[config.mk]
export PLATFORM = sky130hd
export DESIGN_NAME = soc_run_monitor_flat
export DESIGN_NICKNAME = d
export VERILOG_FILES = /design/src/rtl/soc_run_monitor_if.sv /design/src/rtl/soc_run_monitor.sv /design/src/flat_wrapper.sv
export SDC_FILE = /design/constraint.sdc
export NUM_CORES = 1
export LEC_CHECK = 0
export ABC_AREA = 1
export BUFFER_PORTS_ARGS = -buffer_cell sky130_fd_sc_hd__buf_2
export CAP_MARGIN = 30
export CORE_UTILIZATION = 60
export DETAILED_ROUTE_END_ITERATION = 10
export PLACE_DENSITY = 0.78
export SETUP_SLACK_MARGIN = 0.3
export SLEW_MARGIN = 20
export SYNTH_ARGS = -nofsm -noshare
export SYNTH_HDL_FRONTEND = slang
export SYNTH_SLANG_ARGS = --single-unit
[constraint.sdc]
create_clock -name clk -period 2.5 [get_ports clk]
set_input_delay 0.5 -clock clk [delete_from_list [all_inputs] [get_ports clk]]
set_output_delay 0.5 -clock clk [all_outputs]
set_load 0.05 [all_outputs]
[src/rtl/soc_run_monitor_if.sv]
// soc_run_monitor_if: host/CPU/trace/readout signal bundle for the run monitor.
interface soc_run_monitor_if #(
    parameter int W     = 16,
    parameter int DEPTH = 16
);
    logic                     start_in;
    logic                     cpu_start;
    logic                     cpu_finish;
    logic                     trace_valid;
    logic [W-1:0]             trace_data;
    logic                     rd_en;
    logic [W-1:0]             rd_data;
    logic                     rd_valid;
    logic [$clog2(DEPTH):0]   count;
    logic                     busy;
    logic                     done;
    logic                     timeout;
    logic                     overflow;

    modport master (
        output start_in, cpu_finish, trace_valid, trace_data, rd_en,
        input  cpu_start, rd_data, rd_valid, count, busy, done, timeout, overflow
    );

    modport slave (
        input  start_in, cpu_finish, trace_valid, trace_data, rd_en,
        output cpu_start, rd_data, rd_valid, count, busy, done, timeout, overflow
    );
endinterface

[src/rtl/soc_run_monitor.sv]
// soc_run_monitor: launches a CPU run, captures its trace into a circular buffer, flags done/timeout.
module soc_run_monitor #(
    parameter int W       = 16,
    parameter int DEPTH   = 16,
    parameter int TIMEOUT = 500
) (
    input logic               clk,
    input logic               rst_b,
    soc_run_monitor_if.slave  bus
);
    localparam int AW = $clog2(DEPTH);
    localparam int TW = $clog2(TIMEOUT);

    typedef enum logic [2:0] {IDLE, LAUNCH, RUN, DONE, TMO} state_t;

    state_t          state;
    logic [W-1:0]    mem [DEPTH];
    logic [AW-1:0]   wr_ptr;
    logic [AW-1:0]   rd_ptr;
    logic [TW-1:0]   timer;
    logic            wr;

    always_comb wr = (state == RUN) && bus.trace_valid;

    always_ff @(posedge clk)
        if (wr) mem[wr_ptr] <= bus.trace_data;

    always_ff @(posedge clk or negedge rst_b) begin
        if (!rst_b) begin
            state        <= IDLE;
            wr_ptr       <= '0;
            rd_ptr       <= '0;
            timer        <= '0;
            bus.cpu_start <= 1'b0;
            bus.rd_valid <= 1'b0;
            bus.rd_data  <= '0;
            bus.count    <= '0;
            bus.busy     <= 1'b0;
            bus.done     <= 1'b0;
            bus.timeout  <= 1'b0;
            bus.overflow <= 1'b0;
        end else begin
            bus.cpu_start <= 1'b0;
            bus.rd_valid  <= 1'b0;
            case (state)
                IDLE, DONE, TMO: begin
                    // a new start takes priority over a pending readout
                    if (bus.start_in) begin
                        state         <= LAUNCH;
                        bus.cpu_start <= 1'b1;
                        bus.busy      <= 1'b1;
                        wr_ptr        <= '0;
                        rd_ptr        <= '0;
                        timer         <= '0;
                        bus.count     <= '0;
                        bus.done      <= 1'b0;
                        bus.timeout   <= 1'b0;
                        bus.overflow  <= 1'b0;
                    end else if (bus.rd_en && state != IDLE && bus.count != '0) begin
                        bus.rd_data  <= mem[rd_ptr];
                        bus.rd_valid <= 1'b1;
                        rd_ptr       <= rd_ptr + AW'(1);
                        bus.count    <= bus.count - (AW+1)'(1);
                    end
                end
                LAUNCH: state <= RUN;
                RUN: begin
                    if (wr) begin
                        wr_ptr <= wr_ptr + AW'(1);
                        // full buffer drops its oldest word to keep the newest
                        if (bus.count == (AW+1)'(DEPTH)) begin
                            rd_ptr       <= rd_ptr + AW'(1);
                            bus.overflow <= 1'b1;
                        end else begin
                            bus.count <= bus.count + (AW+1)'(1);
                        end
                    end
                    if (bus.cpu_finish) begin
                        state    <= DONE;
                        bus.done <= 1'b1;
                        bus.busy <= 1'b0;
                    end else if (timer == TW'(TIMEOUT - 1)) begin
                        state       <= TMO;
                        bus.timeout <= 1'b1;
                        bus.busy    <= 1'b0;
                    end else begin
                        timer <= timer + TW'(1);
                    end
                end
                default: state <= IDLE;
            endcase
        end
    end
endmodule

[src/flat_wrapper.sv]
// flat-port wrapper written by rule: the top's interface ports become plain ports
module soc_run_monitor_flat 
#(
    parameter int W       = 16,
    parameter int DEPTH   = 16,
    parameter int TIMEOUT = 500
)
  (clk, rst_b, bus_start_in, bus_cpu_finish, bus_trace_valid, bus_trace_data, bus_rd_en, bus_cpu_start, bus_rd_data, bus_rd_valid, bus_count, bus_busy, bus_done, bus_timeout, bus_overflow);
  soc_run_monitor_if #(.W(W), .DEPTH(DEPTH)) bus_i ();
  input logic clk;
  input logic rst_b;
  input wire logic [$bits(bus_i.start_in)-1:0] bus_start_in;
  input wire logic [$bits(bus_i.cpu_finish)-1:0] bus_cpu_finish;
  input wire logic [$bits(bus_i.trace_valid)-1:0] bus_trace_valid;
  input wire logic [$bits(bus_i.trace_data)-1:0] bus_trace_data;
  input wire logic [$bits(bus_i.rd_en)-1:0] bus_rd_en;
  output wire logic [$bits(bus_i.cpu_start)-1:0] bus_cpu_start;
  output wire logic [$bits(bus_i.rd_data)-1:0] bus_rd_data;
  output wire logic [$bits(bus_i.rd_valid)-1:0] bus_rd_valid;
  output wire logic [$bits(bus_i.count)-1:0] bus_count;
  output wire logic [$bits(bus_i.busy)-1:0] bus_busy;
  output wire logic [$bits(bus_i.done)-1:0] bus_done;
  output wire logic [$bits(bus_i.timeout)-1:0] bus_timeout;
  output wire logic [$bits(bus_i.overflow)-1:0] bus_overflow;
  assign bus_i.start_in = bus_start_in;
  assign bus_i.cpu_finish = bus_cpu_finish;
  assign bus_i.trace_valid = bus_trace_valid;
  assign bus_i.trace_data = bus_trace_data;
  assign bus_i.rd_en = bus_rd_en;
  assign bus_cpu_start = bus_i.cpu_start;
  assign bus_rd_data = bus_i.rd_data;
  assign bus_rd_valid = bus_i.rd_valid;
  assign bus_count = bus_i.count;
  assign bus_busy = bus_i.busy;
  assign bus_done = bus_i.done;
  assign bus_timeout = bus_i.timeout;
  assign bus_overflow = bus_i.overflow;
  soc_run_monitor #(.W(W), .DEPTH(DEPTH), .TIMEOUT(TIMEOUT)) u_core (.clk(clk), .rst_b(rst_b), .bus(bus_i));
endmodule
======== After elaboration in Yosys (flattened, before gate mapping) ========
Memory sizes are Yosys's and may differ from the RTL's. A register that Yosys moved wholly into a read port is not among the register bits.
Index checks and enable logic that the tools add are counted.
cells by class
  divide/modulo/power cells ............... 0
  muxes and demuxes ....................... 41
  equal/unequal tests ..................... 16
  reductions and logical operators ........ 19
  $lt $le $gt $ge ......................... 0
  multipliers ............................. 0
  shifts and indexed selects .............. 0
  bitwise operators ....................... 1
  add/subtract/negate cells ............... 5
operators with widths
  cell                                                                count
  9-bit 2-to-1 mux                                                    3
  4-bit 2-to-1 mux                                                    6
  5-bit 2-to-1 mux                                                    4
  4-bit AND reduction                                                 5
  9-bit one-hot mux with 2 select lines                               1
  1-bit 2-to-1 mux                                                    16
  4-bit one-hot mux with 2 select lines                               2
  2-bit != test, second input constant                                7
  3-bit AND reduction                                                 4
  5-bit one-hot mux with 2 select lines                               1
  9-bit by 1-bit adder with 9-bit output, second input constant       1
  9-bit == test, second input constant                                1
  3-bit 2-to-1 mux                                                    3
  3-bit one-hot mux with 3 select lines                               1
  4-bit by 1-bit adder with 4-bit output, second input constant       2
  1-bit one-hot mux with 2 select lines                               4
  3-bit by 2-bit == test with 1-bit output, second input constant     2
  5-bit by 1-bit adder with 5-bit output, second input constant       1
  5-bit == test, second input constant                                1
  5-bit nonzero test                                                  1
  5-bit by 1-bit subtractor with 5-bit output, second input constant  1
  3-bit by 1-bit == test with 1-bit output, second input constant     1
  3-bit == test, second input constant                                1
  1-bit logical AND                                                   3
  other kinds (10)                                                    10
storage, ports and cells
  register bits ........................... 31
  ROM bits ................................ 0
  bits in writable memories ............... 256
  memories ................................ 1
  logic and storage cells ................. 94
  bits in latches ......................... 0
  output and inout port bits .............. 27
memory list
  name        words  width  read ports  clocked after memory_dff  write ports  RTL line               text
  u_core.mem  16     16     1           1                         1            soc_run_monitor.sv:17  logic [W-1:0] mem [DEPTH];

======== Depth between registers and ports, before layout ========
  depth after elaboration ................. 6
  mapped depth ............................ 12
  mapped depth without buffers ............ 10

======== Worst setup path before layout ========
No wires, ideal clock.
  path type ............................... reg2reg
  from .................................... reg u_core.state[0]
  to ...................................... mem u_core.mem[0][0], enable pin
  clock period less this slack ............ 2085 ps
  cell stages (with the launch flop) ...... 6
  required time ........................... 2112 ps
  arrival time ............................ 1696 ps
  setup slack ............................. 415 ps
  cell sequence ........................... dfrtp_1 > nor2_4 > nand2_4 > nor2_2 > nand2_1 > nor2_1
between the ends
  word-level cells in the longest chain between the ends .. 4
ends and longest elaborated chain
  element                                   RTL line               text
  start: declaration                        soc_run_monitor.sv:16  state_t state;
  start signal: assignment                  soc_run_monitor.sv:30  state <= IDLE;
  start signal: assignment                  soc_run_monitor.sv:49  state <= LAUNCH;
  start signal: assignment                  soc_run_monitor.sv:66  LAUNCH: state <= RUN;
  3-bit by 2-bit == test with 1-bit output  soc_run_monitor.sv:23  always_comb wr = (state == RUN) && bus.trace_valid;
  1-bit logical AND                         soc_run_monitor.sv:23
  1-bit 2-to-1 mux                          soc_run_monitor.sv:26  if (wr) mem[wr_ptr] <= bus.trace_data;
  1-bit 2-to-1 mux (not written as such)    soc_run_monitor.sv:26
  end: declaration                          soc_run_monitor.sv:17
No other way between the ends.

======== Final worst setup path ========
  from .................................... reg u_core.state[1]
  to ...................................... mem u_core.mem[7][10], enable pin
The elaborated chain is that of the path after synthesis.

==> results.sh <==
export IMPL_power_leakage_nw=6.685
export IMPL_final_common_cell="nand2_1"
export IMPL_area_growth_pct=12.06
export IMPL_avgSynthCellArea_um2=9.936
export IMPL_vias=9554
export IMPL_postLayoutCoreUtil_pct=68.77
export IMPL_rows=54
export IMPL_pwr_share_clk_pct=28.8
export IMPL_slew_viol_final=0
export IMPL_cts_buffers=30
export IMPL_final_cell_mix="nand2_1, edfxtp_1, nand3_1"
export IMPL_postRouteAntennaNets=0
export IMPL_grt_util_all_layers_pct=29.06
export IMPL_clock_fmax_ghz=0.4842
export IMPL_rsz0062_at_grt="false"
export IMPL_cts_clk_slew_worst_paths_ps=60
export IMPL_post_cts_resized=0
export IMPL_insertedDiodeCount=0
export IMPL_dr_pass1_iters=6
export IMPL_avgViaCountPerCell=5.581
export IMPL_clock_sinks=303
export IMPL_fp_dieW_um=151.6
export IMPL_crit_top_cell="nor2_2"
export IMPL_start_util_pct=61.37
export IMPL_cap_viol_max_count=0
export IMPL_syn_area_um2=13430
export IMPL_routedWlPerCell_um=18.75
export IMPL_synth_edf_count=256
export IMPL_cts_buffer_depth=3
export IMPL_fin_tns_setup_ps=0
export IMPL_register_area_um2=8869
export IMPL_routed_wl_um=32090
export IMPL_critical_path_class="reg -> reg"
export IMPL_period_needed_ps=2065
export IMPL_syn_num_nets=1382
export IMPL_path_cells="inv_2 > nor2_4 > nand2_4 > nor2_2 > nand2_1 > nor2_2 > buf_4"
export IMPL_cts_setup_buffers=0
export IMPL_peakVddDrop_v=0.0008027
export IMPL_nFillCells=1582
export IMPL_die_h_um=151.6
export IMPL_ys_seq_area_share_pct=65.98
export IMPL_pwr_share_seq_pct=39.2
export IMPL_grt_max_degree=132
export IMPL_portBuffers=48
export IMPL_finalSetupViolations=0
export IMPL_die_area_um2=22990
export IMPL_outcome="completed"
export IMPL_root_buffer="clkbuf_16"
export IMPL_skew_ps=8.449
export IMPL_finalHoldViolations=0
export IMPL_gp_congestion=0.8934
export IMPL_insertion_delay_ps=550
export IMPL_start_kind="flop"
export IMPL_drc_errors=0
export IMPL_worstPathMaxFanout=9
export IMPL_post_route_period_util_pct=82.60
export IMPL_hold_buffers=1
export IMPL_critPathSlowestCell="dfrtp_1"
export IMPL_cp_required_ps=2750
export IMPL_slew_headroom_pct=51.63
export IMPL_power_density_nw_per_um2=1036
export IMPL_cp_arrival_ps=2310
export IMPL_drt_iter0_drc=1095
export IMPL_hold_class="in -> reg"
export IMPL_p_comb_share_pct=32.0
export IMPL_p_sw_share_pct=37.10
export IMPL_gr_total_overflow=0
export IMPL_synth_cells=1352
export IMPL_synth_warnings=0
export IMPL_grt_first_pass_wirelength_um=49270
export IMPL_power_switching_mw=5.788
export IMPL_r2r_cells=7
export IMPL_tightest_slew_ps=721.1
export IMPL_drive_gt1_share_pct=11.03
export IMPL_cpPeakStageDelay_ps=440
export IMPL_ys_seq_elements=303
export IMPL_p_int_mw=9.813
export IMPL_worst_setup_path_end_kind="flop"
export IMPL_dp_hpwl_um=19830
export IMPL_multi_input_area_um2=3451
export IMPL_ys_dominant_reg_cell="edfxtp_1"
export IMPL_synthArstFlopShare_pct=15.51
export IMPL_nNetsFinal=1438
export IMPL_grt_pass1_vias=9031
export IMPL_hold_path_depth=3
export IMPL_htree_levels=1
export IMPL_antenna_found_initial=0
export IMPL_ios=49
export IMPL_ys_types=34
export IMPL_core_area_um2=21890
export IMPL_tritoncts="yes"
synthesized netlist by cell type, drive strengths merged (2+ instances only):
cell type  number  share of area, %
buf            47               2.1
edfxtp        256                57
xor2            5              0.33
inv           220               6.2
clkbuf         10              0.28
dfrtp          47               8.8
nor2           31               1.1
nand2         462                13
a21oi           4              0.15
clkinv          2             0.093
nand4           2             0.093
nand3         218               8.1
ha              8              0.75
xnor2           2              0.13
o21ai          30               1.2
nand3b          2              0.20
or2             2             0.093
o21bai          2              0.11
worst paths after layout:
check | startpoint | endpoint | slack, ps
min | bus_cpu_finish | u_core.bus.done | 200
max in group asynchronous | rst_b | u_core.rd_ptr[0] | 1420
max reg2reg | u_core.state[1] | u_core.mem[7][10] | 430
min in group asynchronous | rst_b | u_core.state[0] | 420
max | u_core.state[1] | u_core.mem[7][10] | 430
min reg2reg | u_core.bus.done | u_core.bus.done | 470
critical path: cells and delay by family (launching register included):
kind | cells | cell delay (ps)
buffers and inverters | 2 | 330
DFF | 1 | 440
and+or+nand+nor | 5 | 990
area by class of cell:
| type | count | area share [%] |
|---|---|---|
| multi-input cells | 770 | 22.92 |
| flip-flops and latches | 303 | 58.91 |
| clock inverters | 19 | 1.255 |
| repair buffers | 81 | 3.674 |
| clock buffers | 37 | 5.303 |
| well taps | 280 | 2.327 |
| inverters | 222 | 5.610 |
stage by stage:
step | setup slack [ps] | cells | hold WS [ps] | instance area, µm² | total power, mW
floorplan | 415.1 | 1352 | 204.4 | 13430 | 9.709
global placement | 531.2 | 1655 | 438.3 | 14060 | 10.96
detailed placement | 458.0 | 1655 | 444.4 | 14060 | 11.09
CTS | 458.5 | 1712 | 183.5 | 15050 | 15.59
global route | 306.7 | 1712 | 215.6 | 15050 | 16.32
finish | 434.9 | 1712 | 201.2 | 15050 | 15.60
logic make-up after synthesis:
| group | Yosys count | synth area share, % |
|---|---|---|
| AO/OA/AOI/OAI | 38 | 1.611 |
| XOR/XNOR | 7 | 0.4564 |
| adder cells (fa/ha/maj) | 8 | 0.7451 |
| buffers and inverters | 279 | 8.634 |
| flip-flops | 303 | 65.98 |
| AND/OR/NAND/NOR | 717 | 22.58 |
per-layer routing:
metal / wire [µm] / global-route usage, % / vias to the layer above
met5: 0 / 0 / -
met4: 856 / 10.20 / 0
met3: 3682 / 7.156 / 60
met2: 15170 / 44.95 / 555
met1: 12390 / 40.36 / 4474
li1: - / - / 4465
flip-flops by register name (all words and copies together), names as in the netlist:
| register | cells |
|---|---|
| u_core.state | 3 |
| u_core.bus.rd_data | 16 |
| u_core.bus.cpu_start | 1 |
| u_core.bus.count | 5 |
| u_core.bus.timeout | 1 |
| u_core.wr_ptr | 4 |
| u_core.timer | 9 |
| u_core.bus.done | 1 |
| u_core.bus.busy | 1 |
| u_core.bus.overflow | 1 |
| u_core.mem | 256 |
| u_core.rd_ptr | 4 |
| u_core.bus.rd_valid | 1 |
power groups by stage:
stage                     Clock, mW  Combinational (mW)  Sequential [mW]
after floorplan                   0                3.00             6.71
after global placement            0                4.77             6.19
after detailed placement          0                4.89             6.20
after CTS                      4.53                4.95             6.11
after global routing           4.71                5.45             6.15
final                          4.49                4.99             6.12
No activity file was read; power rests on OpenSTA's default activity.
